`src/rtl/ninjakun_vram_arb.sv`:
```
// ninjakun_vram_arb
//   Time-shares one single-port 1Kx16 VRAM (FG or BG) between the Z80 byte
//   port and the scanline tile fetcher. A video request in a pixel-phase-0
//   cycle always owns the RAM. Every other cycle is available to the CPU,
//   which is held off with WAIT until its byte has been read or written.
//
// Ports
//   i_vclkx4    clock, four cycles per pixel
//   i_reset_n   asynchronous active-low reset
//   i_pixce     pixel phase 0 marker (one cycle in four)
//   i_vid_rq    video read request, qualified by i_pixce
//   i_vid_ad    video word address
//   o_vid_dt    latched video read data
//   i_cpu_rq    CPU request level, held until o_cpu_wait drops
//   i_cpu_wr    CPU write (1) / read (0), sampled at grant
//   i_cpu_ad    CPU byte address, bit 0 selects high/low byte
//   i_cpu_di    CPU write data
//   o_cpu_do    CPU read data (registered)
//   o_cpu_wait  CPU stall
//   o_ram_ad    VRAM word address
//   o_ram_we    VRAM write strobe
//   o_ram_be    VRAM byte enables, bit1 = high byte, bit0 = low byte
//   o_ram_di    VRAM write data
//   i_ram_do    VRAM read data, valid the cycle after its address
module ninjakun_vram_arb #(
  parameter int AW = 10,
  parameter int DW = 16
) (
  input  logic          i_vclkx4,
  input  logic          i_reset_n,
  input  logic          i_pixce,
  input  logic          i_vid_rq,
  input  logic [AW-1:0] i_vid_ad,
  output logic [DW-1:0] o_vid_dt,
  input  logic          i_cpu_rq,
  input  logic          i_cpu_wr,
  input  logic [AW:0]   i_cpu_ad,
  input  logic [7:0]    i_cpu_di,
  output logic [7:0]    o_cpu_do,
  output logic          o_cpu_wait,
  output logic [AW-1:0] o_ram_ad,
  output logic          o_ram_we,
  output logic [1:0]    o_ram_be,
  output logic [DW-1:0] o_ram_di,
  input  logic [DW-1:0] i_ram_do
);

  typedef enum logic [1:0] {
    ST_IDLE = 2'd0,
    ST_ACC  = 2'd1,
    ST_DONE = 2'd2
  } state_t;

  state_t        r_state;
  state_t        w_next;
  logic          w_vslot;
  logic          w_grant;
  logic          r_bsel;
  logic          r_wr;
  logic          r_vpend;
  logic [DW-1:0] r_vid_dt;
  logic [7:0]    r_cpu_do;

  // A video request in pixel phase 0 owns the RAM; the CPU can only be
  // granted from IDLE in a cycle that is not a video slot.
  assign w_vslot = i_pixce & i_vid_rq;
  assign w_grant = (r_state == ST_IDLE) & i_cpu_rq & ~w_vslot;

  // State register
  always_ff @(posedge i_vclkx4 or negedge i_reset_n) begin
    if (!i_reset_n) begin
      r_state <= ST_IDLE;
    end else begin
      r_state <= w_next;
    end
  end

  // Next-state logic. DONE is left only once the CPU drops its request,
  // so a held request can never start a second access.
  always_comb begin
    w_next = r_state;
    case (r_state)
      ST_IDLE: if (w_grant) w_next = ST_ACC;
      ST_ACC:  w_next = ST_DONE;
      ST_DONE: if (!i_cpu_rq) w_next = ST_IDLE;
      default: w_next = ST_IDLE;
    endcase
  end

  // Output logic. Address, byte enables and write data follow the CPU bus
  // whenever video does not own the cycle; only the write strobe is
  // qualified, and it is killed outright while reset is asserted.
  always_comb begin
    o_ram_ad   = w_vslot ? i_vid_ad : i_cpu_ad[AW:1];
    o_ram_we   = w_grant & i_cpu_wr & i_reset_n;
    o_ram_be   = i_cpu_ad[0] ? 2'b10 : 2'b01;
    o_ram_di   = {i_cpu_di, i_cpu_di};
    o_cpu_wait = i_cpu_rq & (r_state != ST_DONE);
  end

  // Access attributes are captured at grant so later bus changes cannot
  // affect the access in flight.
  always_ff @(posedge i_vclkx4 or negedge i_reset_n) begin
    if (!i_reset_n) begin
      r_bsel <= 1'b0;
      r_wr   <= 1'b0;
    end else if (w_grant) begin
      r_bsel <= i_cpu_ad[0];
      r_wr   <= i_cpu_wr;
    end
  end

  // CPU read data is taken from the RAM output in ACC, which always carries
  // the CPU's own word even if a video slot follows the grant.
  always_ff @(posedge i_vclkx4 or negedge i_reset_n) begin
    if (!i_reset_n) begin
      r_cpu_do <= 8'h00;
    end else if ((r_state == ST_ACC) && !r_wr) begin
      r_cpu_do <= r_bsel ? i_ram_do[15:8] : i_ram_do[7:0];
    end
  end

  // Video read data appears one cycle after the slot; r_vpend marks that
  // cycle so the word is captured there and held until the next slot.
  always_ff @(posedge i_vclkx4 or negedge i_reset_n) begin
    if (!i_reset_n) begin
      r_vpend  <= 1'b0;
      r_vid_dt <= '0;
    end else begin
      r_vpend <= w_vslot;
      if (r_vpend) begin
        r_vid_dt <= i_ram_do;
      end
    end
  end

  assign o_vid_dt = r_vid_dt;
  assign o_cpu_do = r_cpu_do;

endmodule
```
`config.mk`:
```
export PLATFORM = sky130hd
export DESIGN_NAME = ninjakun_vram_arb
export DESIGN_NICKNAME = d
export VERILOG_FILES = /design/src/rtl/ninjakun_vram_arb.sv
export SDC_FILE = /design/constraint.sdc
export NUM_CORES = 1
export LEC_CHECK = 0
export BUFFER_PORTS_ARGS = -buffer_cell sky130_fd_sc_hd__buf_4
export CAP_MARGIN = 20
export CORE_MARGIN = 8
export CORE_UTILIZATION = 43
export DETAILED_ROUTE_END_ITERATION = 8
export GPL_TIMING_DRIVEN = 1
export PLACE_DENSITY_LB_ADDON = 0.1
export SYNTH_ARGS = -nofsm -noshare
export SYNTH_HDL_FRONTEND = slang
export SYNTH_SLANG_ARGS = --single-unit
```
`constraint.sdc`:
```
create_clock -name i_vclkx4 -period 2.98 [get_ports i_vclkx4]
set_input_delay 0 -clock i_vclkx4 [delete_from_list [all_inputs] [get_ports i_vclkx4]]
set_output_delay 0 -clock i_vclkx4 [all_outputs]
set_load 0.05 [all_outputs]
```
# Word-level counts from Yosys, hierarchy flattened
# Cells that the tools add are included.
classes:
  n_reduce_logical: 4
  bitwise: 7
  n_eq_ne: 5
  muxes: 6
ops:
  columns: ["cell", "count"]
  rows:
  - ["2-to-1 mux 10 bit", 1]
  - ["2-to-1 mux 8 bit", 1]
  - ["AND 1 bit", 6]
  - ["2-to-1 mux 2 bit", 3]
  - ["!= test 2 bit (second input constant)", 3]
  - ["case mux 2 bit (3 select lines)", 1]
  - ["equality test 2 x 1 -> 1 bit (second input constant)", 1]
  - ["equality test 2 bit (second input constant)", 1]
  - ["zero test 2 bit", 1]
  - ["AND reduction 2 bit", 1]
  - ["logical AND 1 bit", 1]
  - ["zero test 1 bit", 1]
  - ["NOT 1 bit", 1]
word_totals:
  input_bits: 51
  register_bits: 29
  word_cells: 28
  out_inout_bits: 54

# Logic depth before layout (Yosys ltp)
logic_depth:
  word_depth: 5
  depth_mapped: 4

# Worst setup path after synthesis
# Ideal clock, no wire load.
synth_timing:
  path_kind: "reg2out"
  from: "reg r_state[1]"
  to: "out o_cpu_wait"
  required_time_ns: 2.980
  arrival_ns: 1.555
  path_stages_with_launch: 2
  path_slack_ns: 1.425
  cell_sequence: "dfrtp_1 -> a21boi_0"
synth_via:
  elab_chain_len: 2
synth_rtl:
  columns: ["item", "line", "rtl"]
  rows:
  - ["start: declaration", "54", "state_t r_state;"]
  - ["start signal: assignment", "74", "r_state <= w_next;"]
  - ["!= test 2 bit", "98", "o_cpu_wait = i_cpu_rq & (r_state != ST_DONE);"]
  - ["AND 1 bit", "98", null]
  - ["end: declaration", "40", "output logic o_cpu_wait,"]
# Every way passes these cells.

# Worst setup path after layout
layout_timing:
  from: "reg r_state[1]"
  to: "out o_ram_we"
layout_via:
  elab_chain_len: 5
layout_rtl:
  columns: ["item", "line", "rtl"]
  rows:
  - ["zero test 2 bit", "67", "assign w_grant = (r_state == ST_IDLE) & i_cpu_rq & ~w_vslot;"]
  - ["AND 1 bit (2 in a row)", "67", null]
  - ["AND 1 bit (2 in a row)", "95", "o_ram_we = w_grant & i_cpu_wr & i_reset_n;"]
  - ["end: declaration", "42", "output logic o_ram_we,"]
# Every way passes these cells.

==> summary.md <==
| Metric | Value |
|---|---|
| Critical path's slowest cell | `dfrtp_1` |
| Vias in the first global route | `between 1000 and 1500` |
| Grt met2 use | `between 20% and 30%` |
| Max Freq | `0.650 GHz` |
| PortBufs | `80` |
| Nets | `between 200 and 300` |
| Via density | `4.64` |
| CTS Buffer Depth | `2` |
| Worst path required time | `just under 3 ns` |
| Share of layout cells above drive strength 1 | `about three fifths` |
| Final non-filler cell area | `between 0.002 and 0.0025 mm²` |
| Post-CTS Resized | `0` |
| # DRC | `0` |
| Chip height | `~74 µm` |
| Max VDD drop | `roughly 310 µV` |
| Most frequent cells in the layout | `buf_4, dfrtp_1, mux2_2, dlygate4sd3_1, nor2_1` |
| Startpoint type of the worst setup path | `flop` |
| Reg clk slew, reported paths | `0.09 ns` |
| Avg Cell Area, Syn | `12.5 µm²` |
| GR Layer Usage met3 | `under 10%` |
| Multi-input gate area | `~530 µm²` |
| Worst slew margin | `56.2%` |
| Clock Tree Root | `clkbuf_4` |
| Max-cap violations | `0` |
| Final WL | `3910 µm` |
| RSZ-0062 raised after global routing | `no` |
| Synth-to-Final Area Change | `53.1%` |
| Syn nets | `around 170` |
| Reg area | `726 µm²` |
| Io pins | `~110` |
| Worst-Margin Slew | `about 0.66 ns` |
| # hold bufs at CTS | `20` |
| Sequential area share after synthesis | `50.6%` |
| DR vias | `between 1000 and 1500` |
| Mapped Area | `around 0.0014 mm²` |
| Starting Density | `about 44%` |
| Hold crit path type | `in -> out` |
| Ant diodes | `0` |
| First-pass GRT wire length | `approximately 6300 µm` |
| Crit. End Element | `output port` |
| 1st-pass router iterations | `4` |
| Worst-path cell chain | `nor2_1 > and3_1 > and3_2 > buf_4` |
| HPWL after DPL | `slightly below 3000 µm` |
| Clk Latency, worst-skew pair | `between 0.3 and 0.4 ns` |
| Critical path class | `reg -> out` |
| Yosys warnings | `0` |
| CP max stage delay | `0.45 ns` |
| Layout fillers | `250` |
| Number of synthesized register bits | `29` |
| Die Area | `around 0.0054 mm²` |
| Worst endpoint data arrival time | `roughly 1.5 ns` |
| Fin. max-slew vios | `0` |
| CTS Sinks | `29` |
| Synth cell types | `17` |
| Pleak | `1.07 nW` |
| Cell Area, Placed | `slightly below 0.002 mm²` |
| Setup TNS | `0 ns` |
| GRT overflow | `0` |
| Most common cell after layout, fill and taps aside | `buf_4` |
| Tmin final | `1.54 ns` |
| Crit-path leading delay family | `simple AND/OR/NAND/NOR gates` |
| CP Max Fanout | `5` |
| Initial antenna violation count | `0` |
| Final hold viol count | `0` |
| DIE WIDTH | `approximately 74 µm` |
| WL/cell | `around 16 µm` |
| Initial DRC Count | `41` |
| Met1 Use GR | `14.6%` |
| Buf/Inv on CP | `1` |
| CTS Buf Count | `5` |
| # rows | `21` |
| Final period utilization | `roughly half` |
| Layout Skew | `just under 0.009 ns` |
| Overall power | `approximately 1.6 mW` |
| Final setup fails | `0` |
| GR peak layer | `met2` |
| CTS tree | `yes` |
| Largest net degree at the start of global routing | `31` |
| Gate Count Post-Synth | `around 120` |
| Post-CTS setup buffer count | `0` |
| Power Density | `approximately 740 mW/mm²` |
| Core Area | `~0.0033 mm²` |
| Htree depth | `2` |
| Routed Antenna Nets | `0` |
| Gr usage total | `between 10% and 20%` |
| Final GP Congestion | `between 0.6 and 0.7` |
| Outcome | `completed` |
==> synth_stat cells <==
master | n | area share, %
a21oi_1 | 8 | 2.8
buf_4 | 18 | 9.4
mux2_2 | 26 | 20
nor3b_4 | 1 | 1.3
o21ai_0 | 1 | 0.35
buf_6 | 1 | 0.79
mux2i_1 | 8 | 5.6
nand2_1 | 1 | 0.26
nor2_1 | 9 | 2.4
and3_1 | 1 | 0.44
and3_2 | 1 | 0.52
inv_1 | 3 | 0.79
mux2_4 | 2 | 2.1
dfrtp_1 | 29 | 51
buf_2 | 4 | 1.4
a21boi_0 | 1 | 0.52
nand3_1 | 1 | 0.35
==> worst register-to-register path, delay by kind of cell, from the launching register on <==
kind,cells,cell delay [ns]
AO/OA/AOI/OAI,1,0.16
flip-flops,1,0.45
AND/OR/NAND/NOR,2,0.68
==> kinds of logic after synthesis <==
logic type | Yosys count | synth area share, %
AOI/OAI and AO/OA | 10 | 3.66
buffers and inverters | 26 | 12.4
DFF | 29 | 50.6
muxes | 36 | 28.1
and+or+nand+nor | 14 | 5.24
==> sequential cells by signal (all words and copies together) (netlist names) <==
register  cells
r_bsel        1
r_state       2
o_vid_dt     16
r_wr          1
o_cpu_do      8
r_vpend       1
==> metrics by stage <==
stage | std cells | setup slack [ns] | utilization (%) | hold WS, ns
after floorplan | 115 | 1.43 | - | -0.296
after global placement | 218 | 1.70 | 59.1 | -0.0628
after detailed placement | 218 | 1.64 | 59.1 | -0.0564
after CTS | 246 | 1.42 | 67.4 | 0.000863
after global routing | 246 | 1.34 | 67.4 | 0.000108
final | 246 | 1.44 | 67.4 | 0.0000242
==> power by group <==
part           leakage, nW  switching (mW)  internal [mW]
logic                0.697           0.481          0.286
clock network       0.0413           0.132          0.137
registers            0.336          0.0920          0.492
==> layer usage <==
layer	vias to the layer above	wire, µm
li1	539	-
met1	528	1340
met2	66	2030
met3	8	477
met4	0	58
met5	-	0
==> final cells by class <==
type,count,share of cell area (%)
Tap cell,46,2.62
Clock buffer,7,2.96
Timing Repair Buffer,100,36.5
Sequential cell,29,33.0
Multi-Input combinational cell,60,24.2
Clock inverter,1,0.228
Inverter,3,0.513
==> final timing paths <==
| path | end | from | slack [ns] | depth (start not counted) |
|---|---|---|---|---|
| worst max-delay path | o_ram_we | r_state[1]$_DFFE_PN0P_ | 1.44 | 4 |
| max in group asynchronous | o_vid_dt[13]$_DFFE_PN0P_ | i_reset_n | 2.58 | 2 |
| min in group asynchronous | o_cpu_do[1]$_DFFE_PN0P_ | i_reset_n | 0.13 | 2 |
| worst max register to register | o_cpu_do[0]$_DFFE_PN0P_ | r_state[1]$_DFFE_PN0P_ | 1.61 | 3 |
| worst min register to register | o_vid_dt[7]$_DFFE_PN0P_ | o_vid_dt[7]$_DFFE_PN0P_ | 0.51 | 1 |
| worst min-delay path | o_ram_di[7] | i_cpu_di[7] | 0.00002 | 0 |
No activity file was read; power rests on OpenSTA's default activity.
